[src/rtl/vend_pkg.sv]
// Shared types and constants for the vending credit controller.
package vend_pkg;

  typedef enum logic [2:0] {
    IDLE,
    APPLY,
    CHECK,
    DISPENSE,
    REFUND,
    RELEASE
  } state_e;

  localparam int CREDIT_MAX  = 20;
  localparam int CREDIT_STEP = 4;

  localparam int SW_ADD4     = 0;
  localparam int SW_ADD8     = 1;
  localparam int SW_ADD12    = 2;
  localparam int SW_DISPENSE = 3;
  localparam int SW_REFUND   = 4;
  localparam int NUM_SW      = 5;

endpackage

[src/rtl/sw_debounce.sv]
// One switch bit: 2-FF synchronizer, counter debounce, registered rising-edge pulse.
module sw_debounce #(
  parameter int DEB_CYCLES = 500000
) (
  input  logic CLOCK_50,
  input  logic reset,
  input  logic din,
  output logic dout,
  output logic rise
);

  localparam int CW = $clog2(DEB_CYCLES + 1);

  logic          sync1_q, sync2_q;
  logic          level_q, level_d;
  logic          rise_q, rise_d;
  logic [CW-1:0] cnt_q, cnt_d;

  // The counter only runs while the synced input disagrees with the accepted
  // level; any agreeing cycle (a bounce) sends it back to zero.
  always_comb begin
    level_d = level_q;
    rise_d  = 1'b0;
    cnt_d   = '0;
    if (sync2_q != level_q) begin
      if (cnt_q == CW'(DEB_CYCLES - 1)) begin
        level_d = sync2_q;
        rise_d  = sync2_q;
      end else begin
        cnt_d = cnt_q + CW'(1);
      end
    end
  end

  always_ff @(posedge CLOCK_50) begin
    if (reset) begin
      sync1_q <= 1'b0;
      sync2_q <= 1'b0;
      level_q <= 1'b0;
      rise_q  <= 1'b0;
      cnt_q   <= '0;
    end else begin
      sync1_q <= din;
      sync2_q <= sync1_q;
      level_q <= level_d;
      rise_q  <= rise_d;
      cnt_q   <= cnt_d;
    end
  end

  assign dout = level_q;
  assign rise = rise_q;

endmodule

[src/rtl/vend_credit_ctrl.sv]
// Vending credit sequencer: button conditioning, priority arbiter, credit register,
// timed dispense and one-shot refund.
module vend_credit_ctrl
  import vend_pkg::*;
#(
  parameter int DEB_CYCLES  = 500000,
  parameter int DISP_CYCLES = 25000000,
  parameter int PRICE       = 8
) (
  input  logic       CLOCK_50,
  input  logic       reset,
  input  logic [4:0] SW,
  output logic [4:0] credit_o,
  output logic       dispense_o,
  output logic       refund_o,
  output logic [4:0] refund_amt_o,
  output logic       busy_o,
  output logic       deny_o
);

  localparam int TW = $clog2(DISP_CYCLES + 1);

  logic [NUM_SW-1:0] sw_level, sw_rise;

  for (genvar i = 0; i < NUM_SW; i++) begin : g_deb
    sw_debounce #(.DEB_CYCLES(DEB_CYCLES)) u_deb (
      .CLOCK_50 (CLOCK_50),
      .reset    (reset),
      .din      (SW[i]),
      .dout     (sw_level[i]),
      .rise     (sw_rise[i])
    );
  end

  state_e        state_q, state_d;
  logic [5:0]    credit_q, credit_d;
  logic [5:0]    add_q, add_d;
  logic [5:0]    sum;
  logic [TW-1:0] timer_q, timer_d;
  logic          dispense_q, dispense_d;
  logic          refund_q, refund_d;
  logic [4:0]    refund_amt_q, refund_amt_d;
  logic          deny_q, deny_d;

  always_comb begin
    state_d      = state_q;
    credit_d     = credit_q;
    add_d        = add_q;
    timer_d      = timer_q;
    dispense_d   = dispense_q;
    refund_d     = 1'b0;
    refund_amt_d = '0;
    deny_d       = 1'b0;
    sum          = credit_q + add_q;
    unique case (state_q)
      // Edges outside IDLE are simply never looked at, so they are dropped.
      IDLE: begin
        if (sw_rise[SW_REFUND])          state_d = REFUND;
        else if (sw_rise[SW_DISPENSE])   state_d = CHECK;
        else if (sw_rise[SW_ADD12]) begin add_d = 6'(3 * CREDIT_STEP); state_d = APPLY; end
        else if (sw_rise[SW_ADD8])  begin add_d = 6'(2 * CREDIT_STEP); state_d = APPLY; end
        else if (sw_rise[SW_ADD4])  begin add_d = 6'(CREDIT_STEP);     state_d = APPLY; end
      end
      APPLY: begin
        credit_d = (sum > 6'(CREDIT_MAX)) ? 6'(CREDIT_MAX) : sum;
        state_d  = RELEASE;
      end
      CHECK: begin
        if (credit_q >= 6'(PRICE)) begin
          credit_d   = credit_q - 6'(PRICE);
          timer_d    = TW'(DISP_CYCLES);
          dispense_d = 1'b1;
          state_d    = DISPENSE;
        end else begin
          deny_d  = 1'b1;
          state_d = RELEASE;
        end
      end
      DISPENSE: begin
        if (timer_q == TW'(1)) begin
          dispense_d = 1'b0;
          state_d    = RELEASE;
        end else begin
          timer_d = timer_q - TW'(1);
        end
      end
      REFUND: begin
        refund_d     = 1'b1;
        refund_amt_d = credit_q[4:0];
        credit_d     = '0;
        state_d      = RELEASE;
      end
      RELEASE: begin
        if (sw_level == '0) state_d = IDLE;
      end
      default: state_d = IDLE;
    endcase
  end

  always_ff @(posedge CLOCK_50) begin
    if (reset) begin
      state_q      <= IDLE;
      credit_q     <= '0;
      add_q        <= '0;
      timer_q      <= '0;
      dispense_q   <= 1'b0;
      refund_q     <= 1'b0;
      refund_amt_q <= '0;
      deny_q       <= 1'b0;
    end else begin
      state_q      <= state_d;
      credit_q     <= credit_d;
      add_q        <= add_d;
      timer_q      <= timer_d;
      dispense_q   <= dispense_d;
      refund_q     <= refund_d;
      refund_amt_q <= refund_amt_d;
      deny_q       <= deny_d;
    end
  end

  assign credit_o     = credit_q[4:0];
  assign dispense_o   = dispense_q;
  assign refund_o     = refund_q;
  assign refund_amt_o = refund_amt_q;
  assign deny_o       = deny_q;
  assign busy_o       = (state_q != IDLE);

endmodule

[config.mk]
export PLATFORM = sky130hd
export DESIGN_NAME = vend_credit_ctrl
export DESIGN_NICKNAME = d
export VERILOG_FILES = /design/src/rtl/vend_pkg.sv /design/src/rtl/sw_debounce.sv /design/src/rtl/vend_credit_ctrl.sv
export SDC_FILE = /design/constraint.sdc
export NUM_CORES = 1
export LEC_CHECK = 0
export CORE_MARGIN = 2
export CORE_UTILIZATION = 35
export CTS_CLUSTER_DIAMETER = 40
export DETAILED_ROUTE_END_ITERATION = 8
export SYNTH_ARGS = -nofsm -noshare
export SYNTH_HDL_FRONTEND = slang
export SYNTH_SLANG_ARGS = --single-unit
export TNS_END_PERCENT = 5
[constraint.sdc]
create_clock -name CLOCK_50 -period 2.29 [get_ports CLOCK_50]
set_input_delay 0.3435 -clock CLOCK_50 [delete_from_list [all_inputs] [get_ports CLOCK_50]]
set_output_delay 0.3435 -clock CLOCK_50 [all_outputs]
set_load 0.02 [all_outputs]
==> results of run 1 <==
metrics by stage:
stage	hold slack [ns]	util, %	worst slack (ns)	total power [mW]	cells
3_5_place_dp	0.428	38.0	0.107	3.48	1107
2_1_floorplan	0.414	-	0.270	3.30	833
6_report	0.256	41.0	0.0873	6.26	1138
3_3_place_gp	0.420	38.0	0.188	3.48	1107
5_1_grt	0.264	41.0	-0.0564	6.53	1138
4_1_cts	0.242	41.0	0.0913	6.35	1138
flip-flops by register name, indices dropped and copies added, names as in the netlist, 4 cells and up:
| register | flops |
|---|---|
| credit_q | 4 |
| g_deb.u_deb.cnt_q | 95 |
| g_deb.u_deb.sync1_q | 5 |
| timer_q | 25 |
| g_deb.u_deb.sync2_q | 5 |
| g_deb.u_deb.dout | 5 |
| g_deb.u_deb.rise | 5 |
layout make-up:
class	instances	area (µm²)
Sequential cell	155	3100
Fill cell	2031	11800
Clock buffer	20	457
Timing Repair Buffer	41	354
Clock inverter	11	144
Tap cell	270	338
Inverter	24	90.1
Multi-Input combinational cell	617	3730
what timing repair did:
action / in CTS / in global routing
setup endpoints to repair: 1 / 3
resized for setup: 1 / 1
gates cloned: 0 / 0
metal layers:
| metal | global-route usage (%) | part of all wire (%) | up-vias |
|---|---|---|---|
| met3 | 2.94 | 3.6 | 29 |
| li1 | - | - | 2927 |
| met1 | 18.7 | 51 | 2589 |
| met4 | 6.31 | 2.4 | 0 |
| met2 | 20.6 | 43 | 106 |
| met5 | 0 | 0 | - |
cell usage in the layout (no fill, tap or decap), types with 5 or more instances in the layout:
cell / Yosys / final
sky130_fd_sc_hd__dfxtp_1: 155 / 155
sky130_fd_sc_hd__nor2_1: 152 / 152
sky130_fd_sc_hd__nand2_1: 56 / 56
sky130_fd_sc_hd__xnor2_1: 47 / 47
sky130_fd_sc_hd__xor2_1: 46 / 46
sky130_fd_sc_hd__nand3_1: 44 / 44
sky130_fd_sc_hd__nand4_1: 28 / 28
sky130_fd_sc_hd__nor3_1: 26 / 26
sky130_fd_sc_hd__inv_1: 24 / 24
sky130_fd_sc_hd__buf_4: 7 / 24
sky130_fd_sc_hd__and3_1: 19 / 19
sky130_fd_sc_hd__a21oi_1: 19 / 19
sky130_fd_sc_hd__nor4_1: 17 / 17
sky130_fd_sc_hd__nor2b_1: 17 / 17
sky130_fd_sc_hd__clkbuf_16: 0 / 17
sky130_fd_sc_hd__and4_1: 15 / 15
sky130_fd_sc_hd__o21ai_0: 15 / 15
sky130_fd_sc_hd__clkdlybuf4s50_1: 0 / 14
sky130_fd_sc_hd__or4_1: 11 / 11
sky130_fd_sc_hd__or3_1: 10 / 10
sky130_fd_sc_hd__ha_1: 10 / 10
sky130_fd_sc_hd__mux2i_1: 9 / 9
sky130_fd_sc_hd__o31ai_1: 8 / 8
sky130_fd_sc_hd__nand2b_1: 7 / 7
sky130_fd_sc_hd__a31oi_1: 6 / 6
sky130_fd_sc_hd__a211oi_1: 5 / 5
sky130_fd_sc_hd__or2_2: 5 / 5
power groups by stage:
stage / logic, mW / clock network (mW) / registers [mW]
2_1_floorplan: 0.458 / 0 / 2.84
3_3_place_gp: 0.596 / 0 / 2.88
3_5_place_dp: 0.596 / 0 / 2.88
4_1_cts: 0.591 / 2.94 / 2.82
5_1_grt: 0.647 / 3.06 / 2.83
6_report: 0.590 / 2.85 / 2.82
cells by family after synthesis:
group                      synth area share, %
buffers and inverters                     3.73
DFF                                       43.8
AOI/OAI and AO/OA                         6.48
and+or+nand+nor                           31.1
other                                   0.0529
adders and majority gates                 2.05
muxes                                     1.27
xor gates and xnor gates                  11.5
path summary, 6_finish.rpt:
| check | from | endpoint | cells after the start |
|---|---|---|---|
| setup / recovery | timer_q[13] | timer_q[20] | 5 |
| hold / removal | reset | g_deb[4].u_deb.sync2_q | 2 |
| setup reg to reg | timer_q[13] | timer_q[20] | 5 |
| hold reg to reg | g_deb[4].u_deb.sync1_q | g_deb[4].u_deb.sync2_q | 1 |
worst max-delay path, cell delays in order (launching register included):
cell	delay [ns]
sky130_fd_sc_hd__dfxtp_1	0.36
sky130_fd_sc_hd__or4_4	0.61
sky130_fd_sc_hd__nor4_4	0.38
sky130_fd_sc_hd__o211ai_4	0.18
sky130_fd_sc_hd__or4_1	0.44
sky130_fd_sc_hd__a31oi_1	0.16
==> qor.csv, run 1 <==
metric,value,unit
power.share.combinational,9.4,%
num_io_pins,21,
antennaDiodeCount,0,
largest_net_degree_at_the_start_of_global_routing,39,
cp-end-kind,flop,
timing.fmax,454,MHz
num-nets-final,874,
postSynthCellCount,830,
timing_hold_violations_final,0,
yosys.area.top_type_share,43.8,%
synth_edf_count,0,
start_util,35.3,%
worst_skew_pair.late_latency,0.42,ns
clock_sink_count,155,
power.internal,4.76,mW
final-setup-viol-count,0,
cts.reportedPaths.clkPinSlew,0.06,ns
setup_crit_path_kind,flop to flop,
detail_route.first_pass.iterations,5,
timing.critical_path.arrival,2.56,ns
grt_remaining_overflow,0,
gp_routability_congestion,0.835,
yosysMostFrequentCell,sky130_fd_sc_hd__dfxtp_1,
post-route-min-period,2.20,ns
fin_skew,0.00769,ns
tritoncts.num_buffers,17,
p_seq_share,45.1,%
cts.path.max_buffers,2,
grt_pass1_wl,24400,µm
number_of_different_library_cells_in_the_post_synthesis_netlist,54,
drt-wirelength-per-cell,12.1,µm
unrepaired_setup_endpoints_after_global_routing,true,
static-leakage-power,2.80,nW
fp-row-count,52,
ys_seq_elements,155,
drt_iter0_markers,310,
yosysWarnings,0,
final_cell_area,8220,µm²
flow.area_growth_from_synthesis,16.0,%
first_global_vias,5202,
grt_antenna_before_repair,0,
drcViolationCount,0,
relSlewSlack,24.1,%
netlist.top_cell.by_area,sky130_fd_sc_hd__dfxtp_1,
sw_frac_of_total,24.0,%
floorplan.die.width,146,µm
post-route-period-util,96.2,%
synth_seq_area_share,43.8,%
timing.critical_path.required,2.65,ns
via_per_inst,4.97,
post_synth_top_cells,"155 x sky130_fd_sc_hd__dfxtp_1, 152 x sky130_fd_sc_hd__nor2_1, 56 x sky130_fd_sc_hd__nand2_1",
asyncSetResetFlopFracSynth,0,%
drive_gt1_share,7.72,%
grtUsageTotal,13.6,%
status,"finished, final reports clean",
final-max-slew-violation-count,0,
holdBufCountCts,0,
synth_top_flop_cell,sky130_fd_sc_hd__dfxtp_1,
worst-slew-pin-transition,1.14,ns
chip_height,146,µm
reg2reg_slack,0.09,ns
critical_path.startpoint_type,flop,
ctsRootBufferMaster,sky130_fd_sc_hd__clkbuf_16,
maxCapViolations,0,
crit_fanout,8,
total_detailed_routing_wirelength,13800,µm
setup-tns-final,0,ns
hold_path_class,primary input to flop,
dpl-instance-area,7610,µm²
post-cts-setup-buffer-count,0,
drtAntennaViolNets,0,
p_sw,1.50,mW
synthesis.area,7080,µm²
clkPwrFrac,45.5,%
synth.area.top_cells,"sky130_fd_sc_hd__dfxtp_1 44%, sky130_fd_sc_hd__nor2_1 8.1%, sky130_fd_sc_hd__xnor2_1 5.8%",
port_buffers,16,
detailroute.via_count,5651,
htree_depth,4,
tritoncts,built,
place.detailed.hpwl,9470,µm
dieArea,21400,µm²
avgSynthCellArea,8.53,µm²
worst_ir_drop_vdd,0.456,mV
core_area,20000,µm²
power_per_cell_area,762,nW/µm²
Note: power is estimated with default switching activity, not from simulation.
==> run 2, diff against run 1 <==
HOLD_SLACK_MARGIN = 0.02   (was unset)
==> results of run 2 <==
The final DEF is identical to that of run 1; final timing and power are the same.
==> run 3, diff against run 2 <==
clock period = 2.76 ns   (was 2.29 ns; I/O delays follow)
==> qor.csv, run 3 (synthesis gave the netlist of run 1 again) <==
metric,value,unit,change
status,"finished, final reports clean",,unchanged
top_regs,"g_deb.u_deb.cnt_q x95, timer_q x25",,unchanged
cts.path.max_buffers,2,,unchanged
grt_remaining_overflow,0,,unchanged
final_cell_area,8040,µm²,was 8220 µm²
critical_path.startpoint_type,flop,,unchanged
timing_hold_violations_final,0,,unchanged
power_per_cell_area,615,nW/µm²,was 762 nW/µm²
worst_skew_pair.late_latency,0.43,ns,was 0.42 ns
first_global_vias,5215,,"was 5,202"
fin_skew,0.00801,ns,was 0.00769 ns
detailroute.via_count,5531,,"was 5,651"
drive_gt1_share,6.09,%,was 7.72%
antennaDiodeCount,0,,unchanged
total_detailed_routing_wirelength,13700,µm,"was 13,800 µm"
max_flop_register,g_deb.u_deb.cnt_q,,unchanged
ctsRootBufferMaster,sky130_fd_sc_hd__clkbuf_16,,unchanged
num-nets-final,859,,was 874
num_io_pins,21,,unchanged
final-max-slew-violation-count,0,,unchanged
post-route-min-period,2.54,ns,
start_util,35.3,%,unchanged
cp-end-kind,primary output,,was flop
gp_routability_congestion,0.835,,about the same
via_per_inst,4.92,,was 4.97
static-leakage-power,2.67,nW,was 2.80 nW
post-cts-setup-buffer-count,0,,unchanged
floorplan.die.width,146,µm,unchanged
max_reg_flops,95,,unchanged
clock_sink_count,155,,unchanged
largest_net_degree_at_the_start_of_global_routing,20,,was 39
place.detailed.hpwl,9390,µm,was 9470 µm
p_seq_share,47.9,%,was 45.1%
power.share.combinational,8.7,%,was 9.4%
post-place-ws,0.450,ns,was 0.107 ns
grt_pass1_wl,24300,µm,"was 24,400 µm"
holdBufCountCts,0,,unchanged
finalCoreUtilization,40.1,%,was 41.0%
final-setup-viol-count,0,,unchanged
timing.critical_path.required,2.35,ns,was 2.65 ns
port_buffers,16,,unchanged
htree_depth,4,,unchanged
cts.reportedPaths.clkPinSlew,0.06,ns,about the same
layout_common_cells,"155 x sky130_fd_sc_hd__dfxtp_1, 152 x sky130_fd_sc_hd__nor2_1, 56 x sky130_fd_sc_hd__nand2_1",,unchanged
setup_crit_path_kind,flop to primary output,,was flop to flop
number_of_fillers_in_the_final_layout,2068,,"was 2,031"
crit_fanout,19,,was 8
chip_height,146,µm,unchanged
timing.fmax,393,MHz,
maxCapViolations,0,,unchanged
grtUsageTotal,13.6,%,about the same
core_area,20000,µm²,unchanged
worst_ir_drop_vdd,0.354,mV,was 0.456 mV
timing.final.ws_setup,0.216,ns,was 0.0873 ns
layout_commonest_cell,sky130_fd_sc_hd__dfxtp_1,,unchanged
grt_antenna_before_repair,0,,unchanged
p_sw,1.28,mW,was 1.50 mW
setup-tns-final,0,ns,unchanged
relSlewSlack,56.3,%,was 24.1%
dieArea,21400,µm²,unchanged
tritoncts,built,,unchanged
unrepaired_setup_endpoints_after_global_routing,false,,was true
area.sequential,3100,µm²,unchanged
drt-wirelength-per-cell,12.2,µm,was 12.1 µm
tritoncts.num_buffers,17,,unchanged
clkPwrFrac,43.4,%,was 45.5%
sw_frac_of_total,25.9,%,was 24.0%
detail_route.first_pass.iterations,5,,unchanged
timing.critical_path.arrival,2.13,ns,was 2.56 ns
power.internal,3.66,mW,was 4.76 mW
drcViolationCount,0,,unchanged
drtAntennaViolNets,0,,unchanged
worst-slew-pin-transition,0.655,ns,was 1.14 ns
drt_iter0_markers,303,,was 310
footprint_of_the_multi_input_gates,3730,µm²,about the same
hold_path_class,primary input to flop,,unchanged
flow.area_growth_from_synthesis,13.5,%,was 16.0%
post-route-period-util,92.2,%,
cts_resized,0,,was 1
fp-row-count,52,,unchanged
dpl-instance-area,7490,µm²,was 7610 µm²
run 3: metal layers:
metal	track usage (%)	wire (µm)	share of wire, %
met1	18.1	7000	51
met2	21.6	6000	44
met3	3.59	500	3.6
met5	0	0	0
met4	4.22	201	1.5
run 3: stage by stage:
| stage | cells | hold WS [ns] | total power, mW |
|---|---|---|---|
| final | 1124 | 0.335 | 4.94 |
| after global routing | 1124 | 0.346 | 5.16 |
| after CTS | 1124 | 0.336 | 5.00 |
| after detailed placement | 1092 | 0.425 | 2.85 |
| after global placement | 1092 | 0.416 | 2.84 |
| after floorplan | 833 | 0.414 | 2.74 |
run 3: area by class of cell:
| cell class | count | area share (%) |
|---|---|---|
| clock buffer | 20 | 5.68 |
| clock inverter | 12 | 1.17 |
| inverter | 24 | 1.12 |
| multi-input combinational | 617 | 46.4 |
| sequential | 155 | 38.6 |
| tap | 270 | 4.20 |
| timing repair buffer | 26 | 2.86 |
run 3: worst paths after layout:
kind,cells after the start,end,from,slack (ns)
max,2,busy_o,state_q[0],0.22
min,2,timer_q[0],reset,0.33
max reg2reg,7,timer_q[18],timer_q[0],0.40
min reg2reg,1,g_deb[1].u_deb.sync2_q,g_deb[1].u_deb.sync1_q,0.44
run 3: power groups by stage:
stage	Sequential (mW)	Combinational, mW	Clock (mW)
finish	2.37	0.429	2.14
global route	2.38	0.479	2.30
CTS	2.37	0.432	2.20
detailed placement	2.42	0.431	0
global placement	2.42	0.427	0
floorplan	2.36	0.380	0
run 3: worst max-delay path, cell delays in order (launching register included):
cell and delay, ns:
sky130_fd_sc_hd__dfxtp_1 0.74, sky130_fd_sc_hd__or3_1 0.32, sky130_fd_sc_hd__clkdlybuf4s50_1 0.65
